File: src/rtl/map_port_arbiter.sv
// Tile-map RAM game-logic port arbiter: Pac-Man (read/write) vs ghost AI (read-only), round-robin on ties.
// Latency: grant edge E -> RAM strobe E..E+1 -> ack pulse registered at E+2; next grant earliest at E+4.
// Backpressure: requesters hold req until their one-cycle ack; a req arriving while busy waits in place.
//
// Ports:
//   clk, rst                  clock, asynchronous active-high reset
//   pac_req/we/x/y/wdata      Pac-Man request; pac_ack/pac_rdata completion and read result
//   gh_req/x/y                ghost read request; gh_ack/gh_rdata completion and read result
//   ram_addr/wr/rd/din        registered RAM port drive; ram_dout read data (valid after the strobe edge)
//   busy                      high whenever an access is in flight
module map_port_arbiter #(
  parameter int         COLS     = 40,
  parameter int         ROWS     = 30,
  parameter logic [2:0] OOB_TILE = 3'b001
) (
  input  logic        clk,
  input  logic        rst,
  input  logic        pac_req,
  input  logic        pac_we,
  input  logic [5:0]  pac_x,
  input  logic [4:0]  pac_y,
  input  logic [2:0]  pac_wdata,
  output logic        pac_ack,
  output logic [2:0]  pac_rdata,
  input  logic        gh_req,
  input  logic [5:0]  gh_x,
  input  logic [4:0]  gh_y,
  output logic        gh_ack,
  output logic [2:0]  gh_rdata,
  output logic [10:0] ram_addr,
  output logic        ram_wr,
  output logic        ram_rd,
  output logic [2:0]  ram_din,
  input  logic [2:0]  ram_dout,
  output logic        busy
);

  typedef enum logic [1:0] {S_IDLE, S_ACCESS, S_WAIT, S_ACK} state_t;

  localparam logic [6:0]  LP_COLS   = 7'(COLS);
  localparam logic [5:0]  LP_ROWS   = 6'(ROWS);
  localparam logic [10:0] LP_COLS_A = 11'(COLS);

  state_t      r_state;
  logic        r_pac_prio;   // 1: Pac-Man wins the next tie
  logic        r_gnt_gh;     // granted requester of the access in flight
  logic        r_we;
  logic        r_oob;
  logic [10:0] r_ram_addr;
  logic        r_ram_wr;
  logic        r_ram_rd;
  logic [2:0]  r_ram_din;
  logic        r_pac_ack;
  logic        r_gh_ack;
  logic [2:0]  r_pac_rdata;
  logic [2:0]  r_gh_rdata;
  logic        r_busy;

  logic        w_any;
  logic        w_gnt_gh;
  logic        w_we;
  logic        w_oob;
  logic [5:0]  w_x;
  logic [4:0]  w_y;
  logic [10:0] w_addr;

  // Ghost wins when it is the only requester, or on a tie when Pac-Man went last.
  assign w_any    = pac_req | gh_req;
  assign w_gnt_gh = gh_req & (~pac_req | ~r_pac_prio);
  assign w_x      = w_gnt_gh ? gh_x : pac_x;
  assign w_y      = w_gnt_gh ? gh_y : pac_y;
  assign w_we     = ~w_gnt_gh & pac_we;
  assign w_addr   = ({6'd0, w_y} * LP_COLS_A) + {5'd0, w_x};
  assign w_oob    = ({1'b0, w_x} >= LP_COLS) | ({1'b0, w_y} >= LP_ROWS);

  always_ff @(posedge clk or posedge rst) begin
    if (rst) begin
      r_state     <= S_IDLE;
      r_pac_prio  <= 1'b1;
      r_gnt_gh    <= 1'b0;
      r_we        <= 1'b0;
      r_oob       <= 1'b0;
      r_ram_addr  <= 11'd0;
      r_ram_wr    <= 1'b0;
      r_ram_rd    <= 1'b0;
      r_ram_din   <= 3'd0;
      r_pac_ack   <= 1'b0;
      r_gh_ack    <= 1'b0;
      r_pac_rdata <= 3'd0;
      r_gh_rdata  <= 3'd0;
      r_busy      <= 1'b0;
    end else begin
      case (r_state)
        S_IDLE: begin
          if (w_any) begin
            r_gnt_gh   <= w_gnt_gh;
            r_we       <= w_we;
            r_oob      <= w_oob;
            r_pac_prio <= w_gnt_gh;
            r_busy     <= 1'b1;
            r_state    <= S_ACCESS;
            // Out-of-range accesses never reach the RAM; the address register keeps its old value.
            if (!w_oob) begin
              r_ram_addr <= w_addr;
              r_ram_wr   <= w_we;
              r_ram_rd   <= ~w_we;
              if (w_we) r_ram_din <= pac_wdata;
            end
          end
        end
        S_ACCESS: begin
          r_ram_wr <= 1'b0;
          r_ram_rd <= 1'b0;
          r_state  <= S_WAIT;
        end
        S_WAIT: begin
          if (!r_we) begin
            if (r_gnt_gh) r_gh_rdata  <= r_oob ? OOB_TILE : ram_dout;
            else          r_pac_rdata <= r_oob ? OOB_TILE : ram_dout;
          end
          r_gh_ack  <= r_gnt_gh;
          r_pac_ack <= ~r_gnt_gh;
          r_state   <= S_ACK;
        end
        S_ACK: begin
          // Requests are ignored here so a requester dropping req on its ack is not re-granted.
          r_gh_ack  <= 1'b0;
          r_pac_ack <= 1'b0;
          r_busy    <= 1'b0;
          r_state   <= S_IDLE;
        end
        default: r_state <= S_IDLE;
      endcase
    end
  end

  assign ram_addr  = r_ram_addr;
  assign ram_wr    = r_ram_wr;
  assign ram_rd    = r_ram_rd;
  assign ram_din   = r_ram_din;
  assign pac_ack   = r_pac_ack;
  assign gh_ack    = r_gh_ack;
  assign pac_rdata = r_pac_rdata;
  assign gh_rdata  = r_gh_rdata;
  assign busy      = r_busy;

endmodule
File: config.mk
export PLATFORM = sky130hd
export DESIGN_NAME = map_port_arbiter
export DESIGN_NICKNAME = d
export VERILOG_FILES = /design/src/rtl/map_port_arbiter.sv
export SDC_FILE = /design/constraint.sdc
export NUM_CORES = 1
export LEC_CHECK = 0
export CAP_MARGIN = 10
export CORE_ASPECT_RATIO = 0.8
export CORE_UTILIZATION = 35
export CTS_BUF_LIST = sky130_fd_sc_hd__clkbuf_4
export CTS_CLUSTER_DIAMETER = 150
export CTS_CLUSTER_SIZE = 8
export DETAILED_ROUTE_END_ITERATION = 12
export PLACE_DENSITY_LB_ADDON = 0.12
export SKIP_LAST_GASP = 1
export SLEW_MARGIN = 15
export SYNTH_ARGS = -nofsm -noshare
export SYNTH_HDL_FRONTEND = slang
export SYNTH_SLANG_ARGS = --single-unit
File: constraint.sdc
create_clock -name clk -period 4.9 [get_ports clk]
set_clock_uncertainty 0.15 [all_clocks]
set_input_delay 0.735 -clock clk [delete_from_list [all_inputs] [get_ports clk]]
set_output_delay 0.735 -clock clk [all_outputs]
set_load 0.02 [all_outputs]
==> run_results.csv <==
group,metric,value,unit
setup_path,worstPathMaxFanout,18,
placed_design,gp_congestion,0.818,
clocking,clockBufferDepth,2,
placed_design,io_buffers,57,
grt,grt_usage,15.9,%
route,drt_iter0_markers,54,
die,initial_core_util,36.6,%
die,core,5060,sq um
yosys,synth_top_area_share,40.5,%
yosys,synth.area.top_cells,"dfrtp_1, nand2_1, ha_1",
grt,overflow,0,
setup_path,cp-start-kind,"primary input",
grt,grt_pass1_wl,6960,um
clocking,cts_hold_buf,0,
setup_path,cpPeakStageDelay,560,ps
layout,nets,311,
setup_path,rrSetupSlack,1760,ps
yosys,ys_types,42,
placed_design,dp_hpwl,3280,um
clocking,clockRootBuffer,"clkbuf_4",
die,num_rows,23,
clocking,numCtsBuffers,5,
die,die_w,83.4,um
yosys,synth_edf_count,0,
die,dieArea,5590,sq um
setup_path,critPathMostFrequentCell,"xor2_1",
die,ios,58,
route,num_vias,1598,
route,drt-vias-per-instance,4.90,
clocking,clk_pin_slew,100,ps
min_path,min_path_cells,2,
setup_path,worstSetupPathType,"primary input to flop",
yosys,synth_area,1850,sq um
grt,first_global_vias,1519,
setup_path,r2r_end,"ram_addr[10]",
yosys,synth_seq_area_share,41.9,%
layout,n_antenna_cell,0,
sta,layout_min_cycle_time,3770,ps
min_path,holdPathEnd,"gh_rdata[1]",
min_path,hp-start,"gh_rdata[1]",
yosys,syn_area_per_cell,9.23,sq um
route,routed_wl,4180,um
clocking,cts_setup_buffers,0,
setup_path,regToRegStartpoint,"r_pac_prio",
sta,drv_slew,0,
yosys,synthFlopType,"dfrtp_1",
setup_path,cp.arrival,3830,ps
route,drc,0,
setup_path,cp_num_buf_inv,2,
yosys,syn-num-nets,249,
clocking,htree_levels,2,
sta,report.final.setup_viol,0,
layout,instances_no_fill,326,
sta,relSlewSlack,51.6,%
setup_path,path_delay_family,"buffers and inverters",
sta,tightest_slew,718,ps
sta,hold_viol_final,0,
clocking,cts_tree,"yes",
placed_design,dp_cells,318,
die,die_h,67.1,um
sta,setup-tns-final,0,ps
layout,areaGrowthSynthToFinish,37.4,%
pwr,p_per_area,529,nW/um^2
yosys,synthArstFlopShare,100,%
yosys,synth_area_leader_cell,"dfrtp_1",
run_status,status,"finished clean",
clocking,cts_resized,0,
sta,finalCritPeriodShare,76.9,%
yosys,yosys_warnings,0,
setup_path,required,4960,ps
layout,drive_gt1_share,5.68,%
run,cap_violations,0,
yosys,syn_inst,201,
min_path,hold_class,"flop to flop",
pwr,vdd_drop_max,0.000336,V
setup_path,cp-end-kind,"flop",
yosys,synth_seq_cells,31,
setup_path,reg2reg_depth,11,
route,dr.pass1.iters,4,
pwr,leakage,1.14,nW
clocking,clock_latency,320,ps
clocking,clock-sinks,31,
grt,grt_max_degree,32,
sta,rsz0062_at_grt,"no",
setup_path,crit_slowest_cell,"clkdlybuf4s50_1",
sta,clock.fmax,0.265,GHz
grt,antenna_found_initial,0,
setup_path,path_cells,"clkdlybuf4s50_1, a21boi_2, buf_4, mux2i_1, xor2_1, ha_1, fa_1, xor2_1, nor3b_1, nor2_1, a32oi_1, nand3_1",
route,wire_per_inst,12.8,um
route,antenna_left,0,
## area by class of cell
type | count | area (sq um)
clock inverter | 2 | 7.51
timing repair buffer | 60 | 593
inverter | 10 | 37.5
sequential | 31 | 777
tap | 62 | 77.6
multi-input combinational | 155 | 1010
fill | 504 | 2520
clock buffer | 6 | 45.0
## flip-flops by register name (all words and copies together) (netlist names)
name	flops
r_oob	1
ram_wr	1
r_gnt_gh	1
r_state	2
busy	1
ram_addr	11
r_we	1
pac_rdata	3
gh_rdata	3
ram_rd	1
pac_ack	1
gh_ack	1
ram_din	3
r_pac_prio	1
## layer usage
metal  global-route usage, %  routed length, um  part of all wire [%]
met1                    22.2               2140                    51
met2                    23.5               1660                    40
met3                    5.70                347                   8.3
met4                    3.88                 33                  0.79
met5                       0                  0                     0
## stage by stage
| stage | setup slack, ps | cell area (sq um) | utilization (%) | hold slack [ps] | power, mW |
|---|---|---|---|---|---|
| final | 1130 | 2550 | 50.3 | 336 | 1.35 |
| after global routing | 850 | 2550 | 50.3 | 372 | 1.46 |
| after CTS | 1140 | 2550 | 50.3 | 345 | 1.36 |
| after detailed placement | 785 | 2500 | 49.3 | 322 | 1.21 |
| after global placement | 866 | 2500 | 49.3 | 311 | 1.21 |
| after floorplan | 1630 | 1850 | - | 304 | 0.909 |
## worst register-to-register path, stage by stage, from the launching register on
cell      delay, ps
dfstp_2         400
a21boi_2        220
buf_4           260
mux2i_1         300
xor2_1          110
ha_1            260
fa_1            420
xor2_1          230
nor3b_1         270
nor2_1           90
a32oi_1         220
nand3_1          90
## kinds of logic after synthesis
logic type,count (synthesis),share of synthesized area (%)
XOR/XNOR,5,2.36
flip-flops,31,41.9
buffers and inverters,15,3.58
adder cells (fa/ha/maj),15,10.9
AO/OA/AOI/OAI,49,16.8
multiplexers,11,6.28
AND/OR/NAND/NOR,75,18.2
## synthesized netlist by cell type, types with 2 or more instances
cell and number:
nor3b_1 3, nand3_1 6, xor2_1 5, nand2_1 45
buf_2 2, a31oi_1 5, buf_4 2, nand3b_1 2
mux2i_1 6, o21ai_0 17, nand2b_1 3, a22o_1 2
nor2_1 9, a21o_1 2, mux2_2 2, ha_1 13
o21ai_1 6, inv_1 10, mux2_1 3, dfrtp_1 30
a21oi_1 6, fa_1 2
## worst max path at each step
stage,startpoint,cells after the start,to
5_1_grt,gh_req,12,ram_addr[10]
6_report,gh_req,12,ram_addr[10]
3_3_place_gp,gh_req,12,ram_addr[10]
4_1_cts,gh_req,12,ram_addr[10]
2_1_floorplan,gh_req,12,ram_addr[10]
3_5_place_dp,gh_req,12,ram_addr[10]
## layout by cell type, fill, tap and decap left out, drive strengths merged, types with 5 or more instances in the layout
cell,synthesis,routed
a21oi,6,6
a31oi,5,5
clkbuf,1,6
clkdlybuf4s50,0,57
dfrtp,30,30
ha,13,13
inv,10,10
mux2,5,5
mux2i,6,6
nand2,45,45
nand3,6,6
nor2,10,10
o21ai,23,23
xor2,5,5
## report_power, final
group	switching, mW	internal (mW)
logic	0.398	0.350
registers	0.0760	0.380
clock network	0.0861	0.0586
total	0.560	0.789
No activity file was read; power rests on OpenSTA's default activity.
